**src/rtl/muldiv_sequencer.sv**
```systemverilog
// Multi-cycle unsigned MUL/DIV sequencer with a start/busy/done handshake.
// It computes one bit per clock: a shift-add multiply or a restoring divide.
module muldiv_sequencer #(
    parameter int unsigned WIDTH = 16
) (
    input  logic             clk,
    input  logic             rst_n,
    input  logic             start,
    input  logic             op,
    input  logic             abort,
    input  logic [WIDTH-1:0] op1,
    input  logic [WIDTH-1:0] op2,
    output logic             busy,
    output logic             done,
    output logic [WIDTH-1:0] result_lo,
    output logic [WIDTH-1:0] result_hi,
    output logic             div_by_zero
);

    localparam int unsigned CW = (WIDTH > 1) ? $clog2(WIDTH) : 1;

    typedef enum logic [1:0] {StIdle, StMulRun, StDivRun, StDone} state_e;

    state_e             state_q, state_d;
    logic [CW-1:0]      cnt_q, cnt_d;
    logic [2*WIDTH-1:0] acc_q, acc_d;
    logic [WIDTH-1:0]   opnd_q, opnd_d;
    logic [WIDTH-1:0]   res_lo_q, res_lo_d;
    logic [WIDTH-1:0]   res_hi_q, res_hi_d;
    logic               dbz_q, dbz_d;

    // MUL: acc = {partial product, remaining multiplier bits}
    logic [WIDTH:0]     mul_sum;
    logic [2*WIDTH-1:0] mul_next;
    // DIV: acc = {partial remainder, remaining dividend bits / quotient bits}
    logic [WIDTH:0]     div_shift;
    logic [WIDTH+1:0]   div_diff;
    logic               div_ge;
    logic [2*WIDTH-1:0] div_next;
    logic               last;

    assign mul_sum   = {1'b0, acc_q[2*WIDTH-1:WIDTH]} + {1'b0, opnd_q};
    assign mul_next  = acc_q[0] ? {mul_sum, acc_q[WIDTH-1:1]} : {1'b0, acc_q[2*WIDTH-1:1]};
    assign div_shift = acc_q[2*WIDTH-1:WIDTH-1];
    assign div_diff  = {1'b0, div_shift} - {2'b00, opnd_q};
    assign div_ge    = ~div_diff[WIDTH+1];
    assign div_next  = {(div_ge ? div_diff[WIDTH-1:0] : div_shift[WIDTH-1:0]),
                        acc_q[WIDTH-2:0], div_ge};
    assign last      = (cnt_q == CW'(WIDTH - 1));

    always_comb begin
        state_d  = state_q;
        cnt_d    = cnt_q;
        acc_d    = acc_q;
        opnd_d   = opnd_q;
        res_lo_d = res_lo_q;
        res_hi_d = res_hi_q;
        dbz_d    = dbz_q;
        case (state_q)
            StIdle, StDone: begin
                state_d = StIdle;
                if (start && !abort) begin
                    cnt_d = '0;
                    dbz_d = 1'b0;
                    if (!op) begin
                        state_d = StMulRun;
                        acc_d   = {{WIDTH{1'b0}}, op2};
                        opnd_d  = op1;
                    end else if (op2 == '0) begin
                        // Divide by zero completes immediately without ever going busy
                        state_d  = StDone;
                        res_lo_d = '1;
                        res_hi_d = op1;
                        dbz_d    = 1'b1;
                    end else begin
                        state_d = StDivRun;
                        acc_d   = {{WIDTH{1'b0}}, op1};
                        opnd_d  = op2;
                    end
                end
            end
            StMulRun: begin
                if (abort) begin
                    state_d = StIdle;
                end else begin
                    acc_d = mul_next;
                    cnt_d = cnt_q + 1'b1;
                    if (last) begin
                        state_d  = StDone;
                        res_lo_d = mul_next[WIDTH-1:0];
                        res_hi_d = mul_next[2*WIDTH-1:WIDTH];
                    end
                end
            end
            StDivRun: begin
                if (abort) begin
                    state_d = StIdle;
                end else begin
                    acc_d = div_next;
                    cnt_d = cnt_q + 1'b1;
                    if (last) begin
                        state_d  = StDone;
                        res_lo_d = div_next[WIDTH-1:0];
                        res_hi_d = div_next[2*WIDTH-1:WIDTH];
                    end
                end
            end
            default: state_d = StIdle;
        endcase
    end

    always_ff @(posedge clk or negedge rst_n) begin
        if (!rst_n) begin
            state_q  <= StIdle;
            cnt_q    <= '0;
            acc_q    <= '0;
            opnd_q   <= '0;
            res_lo_q <= '0;
            res_hi_q <= '0;
            dbz_q    <= 1'b0;
        end else begin
            state_q  <= state_d;
            cnt_q    <= cnt_d;
            acc_q    <= acc_d;
            opnd_q   <= opnd_d;
            res_lo_q <= res_lo_d;
            res_hi_q <= res_hi_d;
            dbz_q    <= dbz_d;
        end
    end

    assign busy        = (state_q == StMulRun) || (state_q == StDivRun);
    assign done        = (state_q == StDone);
    assign result_lo   = res_lo_q;
    assign result_hi   = res_hi_q;
    assign div_by_zero = dbz_q;

endmodule

```
**config.mk**
```make
export PLATFORM = sky130hd
export DESIGN_NAME = muldiv_sequencer
export DESIGN_NICKNAME = d
export VERILOG_FILES = /design/src/rtl/muldiv_sequencer.sv
export SDC_FILE = /design/constraint.sdc
export NUM_CORES = 1
export LEC_CHECK = 0
export CORE_ASPECT_RATIO = 0.8
export CORE_UTILIZATION = 30
export CTS_CLUSTER_SIZE = 28
export DETAILED_ROUTE_END_ITERATION = 8
export PLACE_DENSITY = 0.6
export SYNTH_ARGS = -nofsm -noshare
export SYNTH_HDL_FRONTEND = slang
export SYNTH_SLANG_ARGS = --single-unit
```
**constraint.sdc**
```tcl
create_clock -name clk -period 2.55 [get_ports clk]
set_input_delay 0.51 -clock clk [delete_from_list [all_inputs] [get_ports clk]]
set_output_delay 0.51 -clock clk [all_outputs]
set_load 0.02 [all_outputs]
```
* Word-level counts from Yosys, hierarchy flattened *
Index checks and enable logic that the tools add are counted.

operators by class
  equal/unequal tests = 15
  $add $sub $neg = 3
  $lt $le $gt $ge = 0
  divide/modulo/power cells = 0
  reductions and logical operators = 12
  bitwise gates (word level) = 1
  shift-type cells = 0
  multipliers = 0
  multiplexer cells = 37

operators with widths
  cell                   number
  $mux W16               17
  $mux W32               6
  $pmux W16 S3           2
  $pmux W32 S3           1
  $ne A2 B2 Y1 const B   9
  $sub A17 B16 Y18       1
  $add A16 B16 Y17       1
  $logic_not A16 Y1      1
  $mux W2                4
  $mux W4                2
  $pmux W4 S2            1
  $reduce_and A7 Y1      1
  $add A4 B1 Y4 const B  1
  $eq A2 B2 Y1 const B   2
  $eq A4 B4 Y1 const B   1
  $pmux W2 S2            1
  $reduce_and A2 Y1      2
  $reduce_and A4 Y1      1
  $reduce_or A2 Y1       2
  $mux W1                3
  $ne A3 B1 Y1 const B   1
  $ne A3 B3 Y1 const B   1
  $reduce_and A3 Y1      1
  $eq A2 B1 Y1 const B   1
  other kinds (5)        5

word-level totals
  output and inout port bits = 35
  memories = 0
  bits of input ports = 37
  bits in latches = 0
  logic and storage cells = 75
  memory bits (read-only) = 0
  register bits = 87
  bits in writable memories = 0

* Longest topological paths before layout *
  depth after elaboration = 5
  depth in mapped cells = 12
  mapped depth without buffers = 10

* Worst setup path before layout *
Ideal clock, no wire load.

  kind = register to register
  from = reg acc_q[16]
  to = reg acc_q[29]
  required time = 2.423 ns
  cell stages (with the launch flop) = 10
  slack = -0.150 ns
  buffers on the path = 0
  data arrival time = 2.573 ns
  period minus slack after synthesis = 2.700 ns
  path through = dfrtp_1 -> ha_1 -> fa_1 -> a211oi_1 -> o21bai_1 -> a221o_1 -> o211a_1 -> or3_1 -> inv_1 -> a31oi_1

on the way
  cells in the longest elaborated chain, start to end = 4
  elaborated cells between the ends (all ways) = 7
  classes of those cells = add/sub (2); mux (5)

RTL lines
  what                                                  line    RTL
  start: declaration                                    26      logic [2*WIDTH-1:0] acc_q, acc_d;
  start signal: assignment                              116     acc_q <= '0;
  start signal: assignment                              124     acc_q <= acc_d;
  $sub A17 B16 Y18 or $add A16 B16 Y17 (tied branches)  45, 42
  $mux W16 or $mux W32 (tied branches)                  47, 43
  $mux W32, on equally long branches                    96, 83
  $pmux W32 S3 *                                        59      case (state_q)

Mark *: on every way between the ends. The rest lies on a longest branch, timed or not. The select of a mux whose other input is x is not followed.
A chain may end at the register's enable or synchronous reset.

* Final worst setup path *
  from = reg acc_q[16]
  to = reg acc_q[25]

The elaborated chain is that of the path after synthesis.

==> flow_metrics.py <==
metrics = {
    "run_status": {
        "status": "finished with violations",
        "failed_checks": "negative setup slack",
    },
    "power": {
        "p_leak_nw": 4.04,
        "p_per_area_nw_per_um2": 1470,
        "vdd_ir_drop_max_mv": 0.588,
    },
    "sta": {
        "period_share_pct": 102,
        "fin_ws_ns": -0.0572,
        "max_freq_mhz": 384,
        "skew_ns": 0.00888,
        "rsz0062_at_grt": "yes",
        "slew_viol_final": 0,
        "finalSetupViolCount": 8,
        "relSlewSlack_pct": 57.5,
        "hold_viol_final": 0,
        "tightest_slew_ns": 0.631,
        "setup-tns-final_ns": -0.216,
        "finalCriticalPeriod_ns": 2.61,
    },
    "place": {
        "port_buffers": 71,
        "post-place-cells": 1164,
        "gp_congestion": 0.944,
        "dpl.hpwl_mm": 17.3,
    },
    "clock_tree": {
        "clock-root-buffer": "clkbuf_16",
        "cts_tree": "yes",
        "htree_levels": 3,
        "clockBufferDepth": 2,
        "path_clk_slew_ns": 0.07,
        "cts_hold_buf": 0,
        "cts_buffers": 9,
        "clock-sinks": 87,
        "clk-insertion-delay-late_ns": 0.34,
    },
    "critical_path": {
        "path_buf_inv": 0,
        "critical_path.top_delay_family": "compound AO/OA/AOI/OAI gates",
        "cp-start-kind": "flip-flop",
        "path_max_fanout": 5,
        "cp.arrival_ns": 2.83,
        "slowest_delay_ns": 0.42,
        "cp_cell_sequence": "ha_2, fa_2, a211oi_4, o21bai_2, a221o_1, xor2_1, mux2_4, a32oi_2, a21oi_1",
        "critical_path_class": "flip-flop to flip-flop",
        "end_kind": "flip-flop",
        "cp_slowest_cell": "a221o_1",
        "required_ns": 2.77,
    },
    "floorplanning": {
        "dieWidth_microns": 165,
        "die_area_sq_um": 21700,
        "core_sq_um": 20700,
        "num_io_pins": 72,
        "rows": 47,
        "die_y_microns": 132,
        "initial_core_util_pct": 30.7,
    },
    "route": {
        "drt_iter0_drc": 560,
        "first_pass_iters": 5,
        "viasPerCell": 5.61,
        "drt_wl_total_mm": 22.8,
        "vias": 6720,
        "ant_nets": 0,
        "drt-wirelength-per-cell_microns": 19.0,
        "drcViolationCount": 0,
    },
    "logic_synthesis": {
        "synth-seq-cells": 87,
        "syn_inst": 731,
        "netlist_area_sq_um": 6350,
        "synth_top_cell_by_area": "dfrtp_1",
        "synth-seq-area-share_pct": 34.3,
        "async_flop_share_pct": 100,
        "synth_top_cell_area_share_pct": 34.3,
        "synth_fp_nets": 806,
        "avgSynthCellArea_sq_um": 8.68,
        "yosysWarnings": 0,
        "synthTopCellsByArea": "dfrtp_1, a21oi_1, ha_1",
        "synth-edff-count": 0,
        "yosysUniqueCellTypes": 70,
        "synth_flop_cell": "dfrtp_1",
    },
    "final_layout": {
        "mostFrequentLayoutCells": "buf_4, a21oi_1, dfrtp_1, clkdlybuf4s50_1, nor2_1",
        "fin_nets": 999,
        "layout_commonest_cell": "buf_4",
        "drive_above_1_share_pct": 26.0,
        "fin_cells": 1198,
        "n_antenna_cell": 0,
        "fillers": 2031,
        "area_growth_pct": 43.5,
    },
    "flow_run": {
        "maxCapViolCount": 0,
    },
    "global_route": {
        "grt_pass1_wl_mm": 35.2,
        "grt_max_degree": 43,
        "grt_util_all_layers_pct": 20.7,
        "grt_antenna_before_repair": 0,
        "gr-total-overflow": 0,
        "first_global_vias": 6422,
    },
    "hold_path": {
        "hp-class": "input pin to asynchronous set/reset pin",
    },
}
-- stage by stage --
stage | hold WS (ns) | power (mW) | util [%] | instance area [sq um] | setup WS [ns]
after global routing | 0.169 | 14.3 | 44.0 | 9110 | -0.155
final | 0.134 | 13.4 | 44.0 | 9110 | -0.0572
after global placement | 0.499 | 10.9 | 40.1 | 8300 | -0.371
after CTS | 0.143 | 12.6 | 42.3 | 8750 | -0.0296
after detailed placement | 0.498 | 11.0 | 40.1 | 8300 | -0.442
after floorplan | 0.214 | 7.49 | - | 6360 | 0.0151
-- power by group --
part / internal, mW / total, mW / leakage, nW / switching (mW)
combinational: 4.41 / 9.47 / 2.87 / 5.06
clock: 0.700 / 1.30 / 0.136 / 0.598
sequential: 2.01 / 2.64 / 1.03 / 0.625
-- logic make-up (layout without fill, tap and decap cells) --
group / count (synthesis) / in the layout / share of synthesized area, %
multiplexers: 41 / 41 / 6.58
AND/OR/NAND/NOR: 168 / 168 / 12.5
flip-flops: 87 / 87 / 34.3
AO/OA/AOI/OAI: 304 / 304 / 32.0
buffers and inverters: 80 / 278 / 5.14
adder cells (fa/ha/maj): 38 / 38 / 7.73
XOR/XNOR: 13 / 13 / 1.79
-- synthesized netlist by cell type (5+ instances only) --
cell	count
a221oi_1	19
xor2_1	6
xnor2_1	7
a211oi_1	24
dfrtp_1	87
o22a_1	9
buf_2	9
nor4_1	6
a21o_1	28
inv_1	35
mux2i_1	35
a31oi_1	16
mux2_2	6
ha_1	36
nand3_1	12
a21oi_1	93
nand4_1	6
o21ai_0	35
or3_1	5
o211ai_1	11
nor2b_1	5
o21a_1	7
nor3_1	14
nand2_1	44
o22ai_1	15
clkbuf_1	29
nor2_1	58
-- what timing repair did --
action,4_1_cts,5_1_grt
pin swaps,18,31
buffers inserted,4,12
gates resized for setup,28,47
gates cloned,0,2
setup endpoints to repair,39,64
-- per-layer routing --
| layer | up-vias | GRT usage [%] | share of wire (%) |
|---|---|---|---|
| li1 | 3171 | - | - |
| met2 | 253 | 30.2 | 43 |
| met1 | 3271 | 31.6 | 49 |
| met4 | 0 | 4.38 | 1.2 |
| met3 | 25 | 3.55 | 6.9 |
| met5 | - | 0 | 0 |
-- worst paths after layout --
check / slack, ns / to / depth (start not counted) / start
worst max-delay path: -0.06 / acc_q[25] / 9 / acc_q[16]
worst min-delay path: 0.13 / opnd_q[9] / 1 / rst_n
worst max register to register: -0.06 / acc_q[25] / 9 / acc_q[16]
worst min register to register: 0.51 / div_by_zero / 1 / div_by_zero
max in group asynchronous: 1.75 / acc_q[6] / 2 / rst_n
min in group clk: 0.51 / div_by_zero / 1 / div_by_zero
-- cell type report --
cell class / count / area [sq um] / share of cell area, %
multi-input combinational: 564 / 4170 / 45.8
sequential: 87 / 2180 / 23.9
timing repair buffer: 226 / 2000 / 21.9
tap: 269 / 337 / 3.69
clock buffer: 10 / 239 / 2.62
inverter: 36 / 135 / 1.48
clock inverter: 6 / 50.0 / 0.549
-- sequential cells by signal, indices dropped and copies added, names as in the netlist --
signal       count
result_lo       16
div_by_zero      1
acc_q           32
result_hi       16
opnd_q          16
state_q          2
cnt_q            4
-- worst register-to-register path: cells and delay by family, from the launching register on --
family	cells	cell delay (ns)
mux	1	0.27
compound gates	5	1.07
xor+xnor	1	0.18
flops	1	0.39
fa+ha+maj	2	0.57
Note: power is estimated with default switching activity, not from simulation.
